<file path="src/rtl/strobe_meter_pkg.sv">
// Shared types and defaults for the strobe_meter pulse-width/gap monitor.
package strobe_meter_pkg;

    localparam int RESULT_CNT_W = 16;
    localparam int DEF_TIMEOUT  = 1000;

    typedef enum logic [1:0] {
        WAIT_LOW = 2'd0,
        LOW_CNT  = 2'd1,
        HIGH_CNT = 2'd2
    } state_t;

    typedef struct packed {
        logic [RESULT_CNT_W-1:0] width;
        logic [RESULT_CNT_W-1:0] gap;
        logic                    first;
        logic                    sat;
    } result_t;

endpackage

</file>
<file path="src/rtl/strobe_meter_outreg.sv">
// Single-entry valid/ready holding register; a result arriving while the
// held one is stalled is discarded and flagged on the sticky drop output.
module strobe_meter_outreg #(
    parameter int W = 34
) (
    input  logic         clk,
    input  logic         rst,
    input  logic         in_valid,
    input  logic [W-1:0] in_data,
    input  logic         out_ready,
    output logic         out_valid,
    output logic [W-1:0] out_data,
    output logic         drop
);

    logic accept;
    logic load;

    assign accept = out_valid && out_ready;
    assign load   = in_valid && (!out_valid || out_ready);

    always_ff @(posedge clk or posedge rst) begin
        if (rst) begin
            out_valid <= 1'b0;
            out_data  <= '0;
            drop      <= 1'b0;
        end else begin
            if (load) begin
                out_valid <= 1'b1;
                out_data  <= in_data;
            end else if (accept) begin
                out_valid <= 1'b0;
            end
            if (in_valid && !load) begin
                drop <= 1'b1;
            end
        end
    end

endmodule

</file>
<file path="src/rtl/strobe_meter.sv">
// Measures high width and preceding low gap of each strobe pulse in clk cycles.
// Optional STROBE_METER_SYNC_EN adds a 2-flop synchronizer ahead of the sampler.
module strobe_meter
    import strobe_meter_pkg::*;
#(
    parameter int CNT_W   = 16,
    parameter int TIMEOUT = DEF_TIMEOUT
) (
    input  logic             clk,
    input  logic             rst,
    input  logic             strobe_i,
    output logic             res_valid_o,
    input  logic             res_ready_i,
    output logic [CNT_W-1:0] res_width_o,
    output logic [CNT_W-1:0] res_gap_o,
    output logic             res_first_o,
    output logic             res_sat_o,
    output logic             timeout_o,
    output logic             drop_o
);

    typedef struct packed {
        logic [CNT_W-1:0] width;
        logic [CNT_W-1:0] gap;
        logic             first;
        logic             sat;
    } res_t;

    localparam int               RES_W   = $bits(res_t);
    localparam logic [CNT_W-1:0] CNT_MAX = '1;
    localparam logic [CNT_W-1:0] CNT_ONE = CNT_W'(1);
    localparam logic [CNT_W-1:0] TO_LIM  = CNT_W'(TIMEOUT);

    function automatic logic [CNT_W-1:0] sat_inc(input logic [CNT_W-1:0] v);
        return (v == CNT_MAX) ? v : v + CNT_ONE;
    endfunction

    logic             s_in, s_in_vld;
    logic             s_q, s_qq, vld_p0;
    logic             rise, fall, emit;
    state_t           state_q, state_d;
    logic [CNT_W-1:0] gap_cnt_q, gap_cnt_d;
    logic [CNT_W-1:0] width_cnt_q, width_cnt_d;
    logic [CNT_W-1:0] gap_lat_q, gap_lat_d;
    logic             first_q, first_d;
    res_t             res_in, res_out;

`ifdef STROBE_METER_SYNC_EN
    logic [1:0] sync_q, sync_vld_q;

    always_ff @(posedge clk or posedge rst) begin
        if (rst) begin
            sync_q     <= '0;
            sync_vld_q <= '0;
        end else begin
            sync_q     <= {sync_q[0], strobe_i};
            sync_vld_q <= {sync_vld_q[0], 1'b1};
        end
    end

    assign s_in     = sync_q[1];
    assign s_in_vld = sync_vld_q[1];
`else
    assign s_in     = strobe_i;
    assign s_in_vld = 1'b1;
`endif

    // Sample stage: vld_p0 marks s_q as a real sample rather than its reset value
    always_ff @(posedge clk or posedge rst) begin
        if (rst) begin
            s_q    <= 1'b0;
            s_qq   <= 1'b0;
            vld_p0 <= 1'b0;
        end else begin
            s_q    <= s_in;
            s_qq   <= s_q;
            vld_p0 <= s_in_vld;
        end
    end

    assign rise = s_q & ~s_qq;
    assign fall = ~s_q & s_qq;

    // Measurement stage
    always_ff @(posedge clk or posedge rst) begin
        if (rst) begin
            state_q     <= WAIT_LOW;
            gap_cnt_q   <= '0;
            width_cnt_q <= '0;
            gap_lat_q   <= '0;
            first_q     <= 1'b0;
        end else begin
            state_q     <= state_d;
            gap_cnt_q   <= gap_cnt_d;
            width_cnt_q <= width_cnt_d;
            gap_lat_q   <= gap_lat_d;
            first_q     <= first_d;
        end
    end

    always_comb begin
        state_d     = state_q;
        gap_cnt_d   = gap_cnt_q;
        width_cnt_d = width_cnt_q;
        gap_lat_d   = gap_lat_q;
        first_d     = first_q;
        emit        = 1'b0;
        case (state_q)
            WAIT_LOW: begin
                first_d = 1'b1;
                if (vld_p0 && !s_q) begin
                    gap_cnt_d = CNT_ONE;
                    state_d   = LOW_CNT;
                end
            end
            LOW_CNT: begin
                if (rise) begin
                    gap_lat_d   = gap_cnt_q;
                    width_cnt_d = CNT_ONE;
                    state_d     = HIGH_CNT;
                end else if (!s_q) begin
                    gap_cnt_d = sat_inc(gap_cnt_q);
                end
            end
            HIGH_CNT: begin
                if (fall) begin
                    emit      = 1'b1;
                    gap_cnt_d = CNT_ONE;
                    first_d   = 1'b0;
                    state_d   = LOW_CNT;
                end else if (s_q) begin
                    width_cnt_d = sat_inc(width_cnt_q);
                end
            end
            default: state_d = WAIT_LOW;
        endcase
    end

    // Counters stick at all-ones once reached, so a final compare covers the whole pulse
    always_comb begin
        res_in.width = width_cnt_q;
        res_in.gap   = gap_lat_q;
        res_in.first = first_q;
        res_in.sat   = (width_cnt_q == CNT_MAX) || (gap_lat_q == CNT_MAX);
    end

    // WAIT_LOW is left on the first valid low sample, so its low count never
    // reaches TIMEOUT (>=1) and only gap_cnt needs comparing.
    assign timeout_o = (state_q == LOW_CNT) && (gap_cnt_q >= TO_LIM) && !rise;

    // Output stage
    strobe_meter_outreg #(
        .W(RES_W)
    ) u_outreg (
        .clk      (clk),
        .rst      (rst),
        .in_valid (emit),
        .in_data  (res_in),
        .out_ready(res_ready_i),
        .out_valid(res_valid_o),
        .out_data (res_out),
        .drop     (drop_o)
    );

    assign res_width_o = res_out.width;
    assign res_gap_o   = res_out.gap;
    assign res_first_o = res_out.first;
    assign res_sat_o   = res_out.sat;

endmodule

</file>
<file path="config.mk">
export PLATFORM = sky130hd
export DESIGN_NAME = strobe_meter
export DESIGN_NICKNAME = d
export VERILOG_FILES = /design/src/rtl/strobe_meter_pkg.sv /design/src/rtl/strobe_meter_outreg.sv /design/src/rtl/strobe_meter.sv
export SDC_FILE = /design/constraint.sdc
export NUM_CORES = 1
export LEC_CHECK = 0
export CAP_MARGIN = 5
export CORE_MARGIN = 2
export CORE_UTILIZATION = 50
export DETAILED_ROUTE_END_ITERATION = 12
export GPL_ROUTABILITY_DRIVEN = 0
export PLACE_DENSITY = 0.67
export SLEW_MARGIN = 10
export SYNTH_ARGS = -nofsm -noshare
export SYNTH_HDL_FRONTEND = slang
export SYNTH_SLANG_ARGS = --single-unit
export TNS_END_PERCENT = 5
</file>
<file path="constraint.sdc">
create_clock -name clk -period 6.5 [get_ports clk]
set_input_delay 1.3 -clock clk [delete_from_list [all_inputs] [get_ports clk]]
set_output_delay 1.3 -clock clk [all_outputs]
set_load 0.1 [all_outputs]
</file>
; ---- Word level (Yosys, flattened, before mapping)
; Index checks and enable logic that the tools add are counted.
[word_totals]
out_inout_bits = 37
elab_cells = 75
reg_bits = 90
[op_classes]
n_eq_ne = 14
bitwise_logic = 4
n_addsub = 2
magnitude_cmp = 1
muxes = 21
n_reduce_logical = 22
[op_table]
columns = op, n
row1 = two-way mux 16 bit, 9
row2 = "equality test 16 bit, second input constant", 3
row3 = case mux 16 bit (3 select lines), 1
row4 = "adder 16 x 1 -> 16 bit, second input constant", 2
row5 = case mux 16 bit (2 select lines), 1
row6 = "!= test 2 bit, second input constant", 9
row7 = "greater-or-equal comparator 16 x 10 -> 1 bit, second input constant", 1
row8 = logical AND 1 bit, 6
row9 = two-way mux 2 bit, 3
row10 = case mux 2 bit (3 select lines), 1
row11 = AND reduction 6 bit, 1
row12 = nonzero test 2 bit, 3
row13 = two-way mux 1 bit, 5
row14 = AND reduction 5 bit, 1
row15 = logical NOT 1 bit, 4
row16 = AND reduction 2 bit, 2
row17 = AND reduction 3 bit, 1
row18 = nonzero test 3 bit, 1
row19 = bitwise AND 1 bit, 2
row20 = "equality test 2 x 1 -> 1 bit, second input constant", 1
row21 = "equality test 2 bit, second input constant", 1
row22 = logical NOT 2 bit, 1
row23 = logical OR 1 bit, 2
row24 = NOT 1 bit, 2
row25 = case mux 1 bit (2 select lines), 1

; ---- Depth between registers and ports, before layout
[logic_depth]
word_depth = 7
depth_mapped = 8
mapped_depth_nobuf = 6

; ---- Cells and area by module
; From an unflattened synthesis, not the netlist that was laid out.
[hier_totals]
hier_cells = 352
hier_area_um2 = 4199.0
[modules_own_cells]
columns = module, area_each_um2, n_inst, cells_per_inst
row1 = strobe_meter, 2698.8, 1, 273
row2 = strobe_meter_outreg, 1500.2, 1, 79

; ---- Worst setup path before layout
; OpenSTA, ideal clock, no wires.
[synth_timing]
kind = reg2out
start = register state_q[1]
end = output port timeout_o
path_stages_with_launch = 5
path_buffers = 2
setup_slack_ns = 1.982
arrival_ns = 3.218
path_cell_list = dfrtp_1 -> buf_4 -> nand2b_1 -> clkbuf_1 -> a311oi_1
[synth_between]
elab_chain_len = 3
[synth_rtl]
columns = element, line_no
row1 = "start, declared", strobe_meter.sv:41  ; state_t state_q, state_d;
row2 = "start signal, assigned", strobe_meter.sv:93  ; state_q <= state_d;
row3 = equality test 2 x 1 -> 1 bit, strobe_meter.sv:149  ; assign timeout_o = (state_q == LOW_CNT) && (gap_cnt_q >= TO_LIM) && !rise;
row4 = logical AND 1 bit (2 in a row), strobe_meter.sv:149
row5 = "end, declared", strobe_meter.sv:18  ; output logic timeout_o,
; No other way between the ends.

; ---- Worst setup path after layout
; Same ends and word-level chain as after synthesis.

==> out/results.env <==
DETAILROUTE.VIA_COUNT=3067
TIMING.FMAX_MHz=242
R2R_START='state_q[1]$_DFFE_PP0P_'
FIRST_ITER_VIOLATIONS=169
PORT_BUFFERS=40
LARGEST_NET_DEGREE_AT_THE_START_OF_GLOBAL_ROUTING=64
HOLDCRITSTARTPOINT='u_outreg.out_data[0]$_DFFE_PP0P_'
DR.PASS1.ITERS=4
CRITICAL_PATH.SLOWEST_CELL='clkdlybuf4s50_1'
DIE_W_UM=94.7
YOSYSTOPAREACELL='dfrtp_1'
PROPORTION_OF_SYNTHESIZED_CHIP_AREA_IN_SEQUENTIAL_CELLS_PCT=54.8
CRIT_PATH_CELL_TRACE='nand2b_1 -> a311oi_1 -> clkdlybuf4s50_1'
DIE-AREA_UM2=8960
TIMING.MAX_SLEW.REL_SLACK_PCT=34.7
CAP_VIOL_MAX_COUNT=0
TYPE_OF_ORIGIN_OF_THE_CRITICAL_PATH='flip-flop'
POWER_DENSITY_CELLS_nW_PER_UM2=287
NUM-NETS-FINAL=439
CTS_SINKS=90
OUTCOME='complete, no violations'
LAYOUT_SETUP_WS_NS=2.37
GLOBAL_ROUTE_WIRE_LENGTH_BEFORE_REPAIR_UM=13700
TIMING.CRITICAL_PATH.FANOUT_MAX=14
STD_CELL_ROWS=33
FINALSETUPVIOLCOUNT=0
POSTSYNTH.ASYNCRESETSHARE_PCT=100
NUMBER_OF_FLOPS_MAPPED_TO_ENABLE_CELLS_BY_YOSYS=0
TIMING.REG2REG.WORST_PATH_DEPTH=3
FINALPOWER_W=0.00136
MIN_PERIOD_NS=4.13
SYNTH.AVG_CELL_AREA_UM2=10.4
CTSLONGESTPATHBUFFERS=2
VIA_COUNT_OF_THE_FIRST_GLOBAL_ROUTING_PASS=2713
ANTENNA_VIOLATING_NETS_POST_ROUTE=0
IR_WORST_VDD_mV=0.166
ANTENNA_CELLS=0
TOP_LEVEL_PORTS=41
SYNTH.TOP_CELLS.BY_AREA='dfrtp_1 (55%), mux2_2 (8.8%), nand2_1 (6.1%), o21ai_0 (3.9%), nor2_1 (2.3%)'
DP_HPWL_UM=5550
CORE_AREA_UM2=8090
STARTING_DENSITY_OF_THE_CORE_PCT=50.8
LAYOUT_WORST_PATH_CYCLE_SHARE_PCT=63.5
WORST-SLEW-PIN-TRANSITION_NS=0.976
RSZ_0062_RAISED_AFTER_GLOBAL_ROUTING='false'
NUMCTSBUFFERS=9
WORSTSETUPPATHTYPE='flip-flop to primary output'
CLKTRANSATPATHREGS_NS=0.09
HOLD_PATH_END='u_outreg.out_data[0]$_DFFE_PP0P_'
TOTAL_LEAKAGE_POWER_nW=2.13
R2R_END='u_outreg.out_data[32]$_DFFE_PP0P_'
WORSTPATHARRIVAL_NS=2.83
POSTSYNTHREGISTERBITS=90
HTREEDEPTH=3
MULTI_INPUT_COMB_AREA_UM2=1740
CRITPATHCAPTURETYPE='primary output'
YOSYSUNIQUECELLTYPES=48
GRT_ANTENNA_BEFORE_REPAIR=0
POST-ROUTE-DRC-COUNT=0
NETLIST_AREA_UM2=4110
DIE_HEIGHT_UM=94.7
CTS.REPAIR.RESIZED=0
GRT_REMAINING_OVERFLOW=0
TRACK_USAGE_PCT=19.6
WIRE_PER_INST_UM=14.8
SLEW_VIOLATIONS=0
NETLIST_INSTANCES=396
TIMING.HOLD.WORST.CLASS='flip-flop to flip-flop'
WORST_CLOCK_SKEW_NS=0.00970
POSTSYNTHNETCOUNT=403
CLOCK_INSERTION_DELAY_WORST_SKEW_NS=0.36
TIMING_HOLD_VIOLATIONS_FINAL=0
POSTCTSSETUPBUFFERS=0
REGISTER_AREA_UM2=2250
CTS_HOLD_REPAIR.BUFFERS=0
YOSYS.AREA.TOP_TYPE_SHARE_PCT=54.8
ROUTE.DETAILED.VIAS_PER_INST=5.66
CTS_TREE='yes'
NFILLCELLS=697
SYNTH.YOSYS.WARNINGS=0
ROOT_BUFFER_SELECTED_BY_CTS='clkbuf_8'
SYNTHESIS_TO_FINISH_AREA_GROWTH_PCT=15.9
POST_ROUTE_CELLS_DRIVE_ABOVE_1_SHARE_PCT=14.6
DRT_WL_TOTAL_UM=8020
SYNTH_TOP_FLOP_CELL='dfrtp_1'
WHS_PATH_DEPTH=1
FF2FF_SETUP_SLACK_NS=3.64
HOLD-WORST-SLACK_NS=0.479
CP_DATA_REQUIRED_TIME_NS=5.20
PRECTSSETUPSLACK_NS=2.77
TOTAL_NEG_SETUP_SLACK_NS=0
CRITICAL-PATH-MAX-STAGE-DELAY_NS=1.19
final cells by class:
class | count | area share, %
Sequential cell | 90 | 47.3
Multi-Input combinational cell | 283 | 36.6
Timing Repair Buffer | 41 | 8.56
Tap cell | 105 | 2.76
Clock buffer | 9 | 2.60
Clock inverter | 7 | 1.63
Inverter | 7 | 0.578
metal layers:
| layer | wire length [µm] | GRT usage (%) | up-vias |
|---|---|---|---|
| li1 | - | - | 1488 |
| met5 | 0 | 0 | - |
| met2 | 3450 | 26.2 | 75 |
| met3 | 361 | 3.03 | 12 |
| met4 | 104 | 7.25 | 0 |
| met1 | 4100 | 31.6 | 1492 |
per-stage QoR:
stage	utilization (%)	cells	cell area, µm²
floorplan	-	396	4110
global placement	56.4	526	4560
detailed placement	56.4	526	4560
CTS	58.9	542	4760
global route	58.9	542	4760
finish	58.9	542	4760
cells in the final DEF, fill, tap and decap left out, drive strengths merged, types with 4 or more instances in the layout:
master / n
clkbuf: 9
or4: 4
a31oi: 6
nand3: 16
nand2: 67
clkdlybuf4s50: 40
o31ai: 6
nand4: 11
a21oi: 15
dfrtp: 90
nand2b: 8
nor2: 25
o211ai: 5
clkinvlp: 4
nor2b: 6
inv: 7
o21ai: 38
nor3: 7
mux2: 32
kinds of logic after synthesis:
kind of cell | after synthesis | share of synthesized area [%]
other cells | 1 | 0.0912
simple gates | 158 | 18.9
flops | 90 | 54.8
xor+xnor | 1 | 0.213
mux | 34 | 9.25
fa+ha+maj | 3 | 0.913
compound gates | 86 | 13.1
buf+inv | 23 | 2.83
worst max path at each step:
stage	cells after the start	start	to
2_1_floorplan	4	state_q[1]$_DFFE_PP0P_	timeout_o
3_3_place_gp	3	state_q[1]$_DFFE_PP0P_	timeout_o
3_5_place_dp	3	state_q[1]$_DFFE_PP0P_	timeout_o
4_1_cts	3	state_q[1]$_DFFE_PP0P_	timeout_o
5_1_grt	5	gap_cnt_q[7]$_DFFE_PP0P_	timeout_o
6_report	3	state_q[1]$_DFFE_PP0P_	timeout_o
worst max-delay path, delay by kind of cell, from the launching register on:
| family | cells | cell delay (ns) |
|---|---|---|
| buffers and inverters | 1 | 1.19 |
| DFF | 1 | 0.50 |
| and+or+nand+nor | 1 | 0.43 |
| AOI/OAI and AO/OA | 1 | 0.36 |
power breakdown:
| part | total [W] | switching (W) | internal, W |
|---|---|---|---|
| logic | 0.000323 | 0.000232 | 0.0000909 |
| registers | 0.000660 | 0.0000549 | 0.000605 |
| clock network | 0.000382 | 0.000202 | 0.000179 |
| total | 0.00136 | 0.000490 | 0.000875 |
cells in the mapped netlist (3+ instances only):
master and instances:
nor2b_1 5, mux2_2 32, or2_2 3, nor2_1 25, nand2b_1 8, or3_1 3, or4_1 4, nand3_1 14
buf_2 6, inv_1 7, o21ai_1 6, o21ai_0 32, o211ai_1 5, nand2_1 67, a21oi_1 14, a31oi_1 6
o31ai_1 6, dfrtp_1 90, clkbuf_1 6, nor3_1 6, a21o_1 3, ha_1 3, nand4_1 10
state kept, by name, indices dropped and copies added, names as in the netlist:
| name | flops |
|---|---|
| first_q | 1 |
| gap_cnt_q | 16 |
| gap_lat_q | 16 |
| s_q | 1 |
| s_qq | 1 |
| state_q | 2 |
| u_outreg.drop | 1 |
| u_outreg.out_data | 34 |
| u_outreg.out_valid | 1 |
| vld_p0 | 1 |
| width_cnt_q | 16 |
Power figures use the tool's default switching activity.
